### src/rtl/galvo_dac_sequencer.sv
// rtl/galvo_dac_sequencer.sv - drives one (X, Y) galvo point into two 12-bit I2C DACs
// through the byte engine, with START/STOP framing, NACK/timeout retry and error reporting.
module galvo_dac_sequencer #(
  parameter logic [6:0]  DAC_X_ADDR = 7'h60,
  parameter logic [6:0]  DAC_Y_ADDR = 7'h61,
  parameter int unsigned MAX_RETRY  = 2,
  parameter int unsigned TIMEOUT    = 4000
) (
  input  logic        clk,
  input  logic        reset_n,
  input  logic [11:0] pt_x,
  input  logic [11:0] pt_y,
  input  logic        pt_valid,
  output logic        pt_ready,
  output logic [7:0]  byte_data,
  output logic        byte_start,
  output logic        byte_stop,
  output logic        byte_go,
  output logic        bus_abort,
  input  logic        byte_done,
  input  logic        byte_nack,
  output logic        busy,
  output logic        err,
  output logic        err_axis,
  output logic [15:0] pt_count
);

  localparam int RW = $clog2(MAX_RETRY + 2);
  localparam int TW = $clog2(TIMEOUT + 1);
  localparam logic [RW-1:0] RETRY_MAX = RW'(MAX_RETRY);
  localparam logic [TW-1:0] TMO_LAST  = TW'(TIMEOUT - 1);

  // Byte states are consecutive so the success path simply steps to state + 1.
  typedef enum logic [3:0] {IDLE, XA, XH, XL, YA, YH, YL, DONE, ABORT} state_t;

  state_t        state;
  state_t        nxt;
  logic [11:0]   x_q;
  logic [11:0]   y_q;
  logic [RW-1:0] retry;
  logic [TW-1:0] tmo;
  logic          abort_axis;
  logic          is_y;

  assign nxt  = state_t'(state + 4'd1);
  assign is_y = (state == YA) || (state == YH) || (state == YL);

  // {byte_start, byte_stop, byte_data} for each byte state.
  function automatic logic [9:0] byte_for(input state_t s, input logic [11:0] x,
                                          input logic [11:0] y);
    case (s)
      XA:      byte_for = {2'b10, DAC_X_ADDR, 1'b0};
      XH:      byte_for = {2'b00, 4'h0, x[11:8]};
      XL:      byte_for = {2'b01, x[7:0]};
      YA:      byte_for = {2'b10, DAC_Y_ADDR, 1'b0};
      YH:      byte_for = {2'b00, 4'h0, y[11:8]};
      YL:      byte_for = {2'b01, y[7:0]};
      default: byte_for = 10'h000;
    endcase
  endfunction

  always_ff @(posedge clk) begin
    if (!reset_n) begin
      state      <= IDLE;
      pt_ready   <= 1'b0;
      byte_go    <= 1'b0;
      bus_abort  <= 1'b0;
      byte_start <= 1'b0;
      byte_stop  <= 1'b0;
      byte_data  <= 8'h00;
      busy       <= 1'b0;
      err        <= 1'b0;
      err_axis   <= 1'b0;
      pt_count   <= 16'h0000;
      retry      <= '0;
      tmo        <= '0;
      abort_axis <= 1'b0;
      x_q        <= 12'h000;
      y_q        <= 12'h000;
    end else begin
      byte_go   <= 1'b0;
      bus_abort <= 1'b0;
      case (state)
        IDLE: begin
          retry <= '0;
          if (pt_valid && pt_ready) begin
            x_q      <= pt_x;
            y_q      <= pt_y;
            err      <= 1'b0;
            pt_ready <= 1'b0;
            busy     <= 1'b1;
            tmo      <= '0;
            state    <= XA;
            byte_go  <= 1'b1;
            {byte_start, byte_stop, byte_data} <= byte_for(XA, pt_x, pt_y);
          end else begin
            pt_ready <= 1'b1;
          end
        end
        XA, XH, XL, YA, YH, YL: begin
          // A done in the strobe cycle cannot belong to this byte, so it is ignored.
          if (!byte_go && byte_done && !byte_nack) begin
            tmo   <= '0;
            state <= nxt;
            if (nxt != DONE) begin
              byte_go <= 1'b1;
              {byte_start, byte_stop, byte_data} <= byte_for(nxt, x_q, y_q);
            end
            if (state == XL) retry <= '0;
          end else if ((!byte_go && byte_done) || tmo == TMO_LAST) begin
            state      <= ABORT;
            bus_abort  <= 1'b1;
            tmo        <= '0;
            abort_axis <= is_y;
          end else begin
            tmo <= tmo + 1'b1;
          end
        end
        ABORT: begin
          if ((!bus_abort && byte_done) || tmo == TMO_LAST) begin
            tmo <= '0;
            if (retry < RETRY_MAX) begin
              retry   <= retry + 1'b1;
              state   <= abort_axis ? YA : XA;
              byte_go <= 1'b1;
              {byte_start, byte_stop, byte_data} <= byte_for(abort_axis ? YA : XA, x_q, y_q);
            end else begin
              err      <= 1'b1;
              err_axis <= abort_axis;
              state    <= DONE;
            end
          end else begin
            tmo <= tmo + 1'b1;
          end
        end
        DONE: begin
          if (!err) pt_count <= pt_count + 16'd1;
          busy  <= 1'b0;
          state <= IDLE;
        end
        default: state <= IDLE;
      endcase
    end
  end

endmodule

### config.mk
export PLATFORM = sky130hd
export DESIGN_NAME = galvo_dac_sequencer
export DESIGN_NICKNAME = d
export VERILOG_FILES = /design/src/rtl/galvo_dac_sequencer.sv
export SDC_FILE = /design/constraint.sdc
export NUM_CORES = 1
export LEC_CHECK = 0
export CAP_MARGIN = 5
export CORE_MARGIN = 3
export CORE_UTILIZATION = 40
export CTS_CLUSTER_DIAMETER = 150
export DETAILED_ROUTE_END_ITERATION = 10
export GPL_TIMING_DRIVEN = 0
export PLACE_DENSITY = 0.73
export SLEW_MARGIN = 20
export SYNTH_ARGS = -nofsm -noshare
export SYNTH_HDL_FRONTEND = slang
export SYNTH_SLANG_ARGS = --single-unit
export TNS_END_PERCENT = 30
### constraint.sdc
create_clock -name clk -period 3.6 [get_ports clk]
set_clock_uncertainty 0.2 [all_clocks]
set_input_delay 0.9 -clock clk [delete_from_list [all_inputs] [get_ports clk]]
set_output_delay 0.9 -clock clk [all_outputs]
set_load 0.01 [all_outputs]
==> results of run 1 <==
## report_power, final
group | total [mW] | switching [mW] | internal, mW
clock | 0.689 | 0.356 | 0.333
sequential | 0.996 | 0.0715 | 0.925
combinational | 1.33 | 0.847 | 0.480
total | 3.01 | 1.27 | 1.74
## routing by layer
| metal | part of all wire [%] | GRT usage [%] | up-vias | wire [um] |
|---|---|---|---|---|
| li1 | - | - | 1885 | - |
| met1 | 45 | 24.0 | 1796 | 4760 |
| met2 | 47 | 33.0 | 138 | 4950 |
| met3 | 5.7 | 4.01 | 36 | 599 |
| met4 | 2.8 | 8.15 | 0 | 293 |
| met5 | 0 | 0 | - | 0 |
## kinds of logic (layout without fill, tap and decap cells)
kind of cell,Yosys count,in the layout,share of synthesized area [%]
AND/OR/NAND/NOR,197,197,25.4
AO/OA/AOI/OAI,137,137,24.1
flip-flops,75,75,38.3
buffers and inverters,32,108,3.80
XOR/XNOR,13,13,2.91
adder cells (fa/ha/maj),10,10,3.19
multiplexers,9,9,2.30
## per-stage QoR
stage / power, mW / setup slack (ns) / instances / hold WS (ns) / utilization, %
6_report: 3.01 / 0.597 / 678 / 0.258 / 52.1
5_1_grt: 3.21 / 0.299 / 678 / 0.284 / 52.1
4_1_cts: 3.01 / 0.643 / 678 / 0.259 / 52.1
3_5_place_dp: 2.32 / 0.502 / 662 / 0.247 / 49.9
3_3_place_gp: 2.31 / 0.569 / 662 / 0.246 / 49.9
2_1_floorplan: 1.92 / 1.04 / 473 / 0.236 / -
## worst paths after layout
kind | from | to | slack, ns | cells past startpoint
min reg2reg | x_q[11] | x_q[11] | 0.26 | 2
max reg2reg | state[0] | tmo[9] | 0.60 | 10
max | state[0] | tmo[9] | 0.60 | 10
min | x_q[11] | x_q[11] | 0.26 | 2
## critical path: cells and delay by family (launching register included)
| family | cells | cell delay, ns |
|---|---|---|
| buf+inv | 4 | 0.93 |
| compound gates | 3 | 0.68 |
| simple gates | 2 | 0.48 |
| flops | 1 | 0.43 |
| fa+ha+maj | 1 | 0.22 |
## final cells by class
cell class	count	area [um2]	share of cell area (%)
Multi-Input combinational cell	366	2270	46.4
Inverter	7	26.3	0.538
Tap cell	129	161	3.30
Timing Repair Buffer	60	601	12.3
Sequential cell	75	1500	30.7
Clock buffer	9	124	2.53
Buffer	25	123	2.51
Clock inverter	7	82.6	1.69
## cells in the final DEF (no fill, tap or decap), types with 9 or more instances in the layout
| master | Yosys | layout |
|---|---|---|
| nor3_1 | 10 | 10 |
| and3_1 | 9 | 9 |
| nand2_1 | 69 | 69 |
| nand3_1 | 18 | 18 |
| mux2i_1 | 9 | 9 |
| a21oi_1 | 43 | 43 |
| nand2b_1 | 9 | 9 |
| nor2_1 | 31 | 31 |
| clkbuf_8 | 0 | 9 |
| clkdlybuf4s50_1 | 0 | 60 |
| clkbuf_1 | 15 | 15 |
| dfxtp_1 | 75 | 75 |
| o21ai_0 | 18 | 18 |
| ha_1 | 10 | 10 |
## registers in the layout, summed over array words and instances, names as in the netlist
register and count:
x_q 12, tmo 12, y_q 12, bus_abort 1, pt_count 16, byte_go 1
pt_ready 1, err_axis 1, state 4, byte_data 8, retry 2, byte_stop 1
byte_start 1, busy 1, abort_axis 1, err 1
==> out/metrics.cfg, run 1 <==
[status]
status=finished clean

[floorplanning]
fp.dieH_um=105
dieArea_um2=11000
core-area_um2=9370
dieWidth_um=105
start_util_pct=41.8
rows=35
ioPinCount=61

[logic_synthesis]
yosys.cell_types.count=68
yosys-top-cells-area=dfxtp_1 (38%), nand2_1 (6.6%), a21oi_1 (5.5%)
synthCells=473
seq_area_frac_synth_pct=38.3
async_reset_ff_share_pct=0
synthTopCellsByCount=dfxtp_1 (75), nand2_1 (69), a21oi_1 (43), nor2_1 (31)
yosysMostFrequentCell=dfxtp_1
yosysTopAreaCellShare_pct=38.3
synth_ff_type=dfxtp_1
syn-cell-area_um2=3920
synth_edf_count=0
synth.largest_area_cell=dfxtp_1
synth_area_per_cell_um2=8.28
yosysWarnings=0
syn_nets=512
ys_seq_elements=75

[global_routing]
grt_pass1_vias=3691
grt_max_degree=16
overflow=0
antenna_found_initial=0
groute.usage.overall_pct=19.5
grt_pass1_wl_um=17600

[detailed_routing]
drc_errors=0
drt_iter0_drc=282
via_per_inst=5.69
routed_wl_um=10600
num_vias=3855
ant_nets=0
wl_per_cell_um=15.6
firstDrtPassIters=6

[placement]
place_hpwl_um=7910
io_buffers=60
place_congestion=0.898
place_area_um2=4680

[final_layout]
antenna_cells=0
layout-drive-gt1-share_pct=8.01
fill_cells=935
nets=583
syn_to_final_growth_pct=24.7
stdcell_area_um2=4890

[worst_setup_path]
cp_slowest_cell=dfxtp_1
crit_fanout=10
critPathLaunchType=flop
crit_path_end_kind=flop
crit_chain=clkbuf_1 > inv_1 > ha_1 > buf_4 > nor3_1 > nor2_1 > o21ai_2 > buf_2 > o21ai_2 > a21oi_1
worst_ep_arrival_time_ns=3.09
critical_path_class=reg -> reg
cpMostUsedCell=o21ai_2
cp.required_ns=3.69
critical_path.max_stage_delay_ns=0.43

[job]
max_cap_viol_count=0

[clocking]
cts_hold_buf=0
postCtsResizedCells=0
clk_latency_ns=0.36
cts.clk_slew.worst_paths_ns=0.09
cts_tree=built
ctsLongestPathBuffers=2
numClockSinks=75
htree_levels=3
post-cts-setup-buffers=0
cts_inserted_buffers=9
cts_root_buf=clkbuf_8

[timing]
setup-tns-final_ns=0
max_freq_mhz=333
post-route-period-util_pct=83.4
rsz0062_at_grt=no
slew_headroom_pct=55.7
hold_violations=0
tightestPinTransition_ns=0.657
layout_min_cycle_time_ns=3.00
drv_slew=0
finalSetupViolCount=0

[worst_hold_path]
hp-class=reg -> reg

[pwr]
power_density_nw_per_um2=616
p_leak_nw=1.71
peakVddDrop_uv=235

Note: power is estimated with default switching activity, not from simulation.
==> inputs of run 2 (changes only) <==
- clock period: 3.6 -> 2.85 ns (I/O delays scaled with it)
==> out/metrics.cfg, run 2 (synthesized netlist as in run 1, its figures left out) <==
[final_layout]
largest_reg_flops=16  ; unchanged
antenna_cells=0  ; unchanged
layout-drive-gt1-share_pct=9.62  ; +1.6 points
fill_cells=925  ; -1.1%
final_cells=680  ; +0.29%
nets=585  ; +0.34%
syn_to_final_growth_pct=26.1
final_cell_mix=dfxtp_1 (73), nand2_1 (69), clkdlybuf4s50_1 (60)
layout_commonest_cell=dfxtp_1
largest-register=pt_count

[worst_setup_path]
crit_fanout=9  ; -1
rrSetupSlack_ns=0.16  ; -0.44 ns
critical_path_class=reg -> reg
worstSetupStartpoint=state[0]
worst_ep_arrival_time_ns=2.75  ; -0.34 ns
crit_path_end_kind=flop
critPathLaunchType=flop
r2r_start=state[0]
cp.required_ns=2.91  ; -0.78 ns

[clocking]
ctsLongestPathBuffers=2  ; unchanged
clk_latency_ns=0.36  ; about the same
htree_levels=3  ; unchanged
cts_tree=built
cts_hold_buf=0  ; unchanged
cts.clk_slew.worst_paths_ns=0.09  ; about the same
numClockSinks=75  ; unchanged
cts_root_buf=clkbuf_8
cts_inserted_buffers=9  ; unchanged

[timing]
max_freq_mhz=372  ; +12%
layout_min_cycle_time_ns=2.69  ; -0.312 ns
finalSetupViolCount=0  ; unchanged
layout_setup_ws_ns=0.158  ; -0.438 ns
post-route-period-util_pct=94.4  ; +11 points
hold_violations=0  ; unchanged
rsz0062_at_grt=no
slew_headroom_pct=57.3  ; +1.6 points
tightestPinTransition_ns=0.640  ; -0.0171 ns
drv_slew=0  ; unchanged

[placement]
io_buffers=60  ; unchanged
place_hpwl_um=7910  ; unchanged
place_congestion=0.898  ; unchanged
placed_cells=662  ; unchanged
pre_cts_slack_ns=-0.104  ; -0.605 ns

[detailed_routing]
drt_iter0_drc=287  ; +1.8%
ant_nets=0  ; unchanged
routed_wl_um=10600  ; +0.37%
firstDrtPassIters=5  ; -1
drc_errors=0  ; unchanged
via_per_inst=5.57  ; -2.0%
wl_per_cell_um=15.6  ; about the same
num_vias=3790  ; -1.7%

[floorplanning]
rows=35  ; unchanged
ioPinCount=61  ; unchanged
dieArea_um2=11000  ; unchanged
core-area_um2=9370  ; unchanged
fp.dieH_um=105  ; unchanged
start_util_pct=41.8  ; unchanged
dieWidth_um=105  ; unchanged

[status]
status=finished clean

[job]
max_cap_viol_count=0  ; unchanged

[pwr]
p_leak_nw=1.74  ; +1.4%
peakVddDrop_uv=302  ; +28%
power_density_nw_per_um2=791  ; +28%

[worst_hold_path]
hp-class=reg -> reg
min-delay-start=x_q[11]

[global_routing]
overflow=0  ; unchanged
grt_pass1_wl_um=17600  ; +0.23%
groute.usage.overall_pct=19.5  ; +0.052 points
grt_max_degree=16  ; unchanged
antenna_found_initial=0  ; unchanged
grt_pass1_vias=3696  ; +0.14%

-- run 2: final timing paths --
kind | cells past startpoint | to
worst max-delay path | 9 | byte_data[6]
worst min-delay path | 2 | x_q[11]
worst max register to register | 9 | byte_data[6]
worst min register to register | 2 | x_q[11]
-- run 2: repair_timing --
item                       in CTS  in global routing
pin swaps                       1                  3
buffers inserted                1                  1
setup endpoints to repair      17                 30
gates resized for setup         1                 13
-- run 2: area by class of cell --
class                   count  area, um2  share of cell area (%)
flip-flops and latches     75       1500                    30.4
well taps                 129        161                    3.27
clock inverters             7       82.6                    1.67
repair buffers             62        616                    12.5
clock buffers               9        124                    2.51
multi-input cells         366       2300                    46.6
plain buffers              25        125                    2.53
inverters                   7       26.3                   0.532
-- run 2: worst max-delay path, cell delays in order, from the launching register on --
cell,delay [ns]
dfxtp_2,0.35
buf_2,0.17
inv_1,0.14
ha_1,0.16
buf_4,0.18
a211oi_4,0.09
a2111o_1,0.51
a21oi_2,0.20
nand4_1,0.22
o221a_2,0.36
-- run 2: per-layer routing --
layer / vias up / share of wire (%) / track usage, % / wire length, um
met5: - / 0 / 0 / 0
met4: 0 / 1.8 / 8.15 / 194
met3: 17 / 6.0 / 4.01 / 639
met2: 128 / 47 / 33.0 / 5050
met1: 1766 / 45 / 24.1 / 4750
li1: 1879 / - / - / -
-- run 2: report_power, final --
part           total, mW  switching [mW]  internal [mW]
registers           1.26          0.0894           1.17
clock network      0.873           0.452          0.421
logic               1.78            1.11          0.667
total               3.91            1.65           2.26
-- run 2: metrics by stage --
| step | instance area [um2] | hold slack (ns) | power (mW) | utilization, % | TNS, ns |
|---|---|---|---|---|---|
| finish | 4940 | 0.258 | 3.91 | 52.7 | 0 |
| global route | 4940 | 0.284 | 4.17 | 52.7 | 0 |
| CTS | 4900 | 0.259 | 3.82 | 52.2 | 0 |
| detailed placement | 4680 | 0.247 | 2.92 | 49.9 | -0.879 |
| global placement | 4680 | 0.246 | 2.91 | 49.9 | -0.688 |
| floorplan | 3920 | 0.236 | 2.42 | - | 0 |
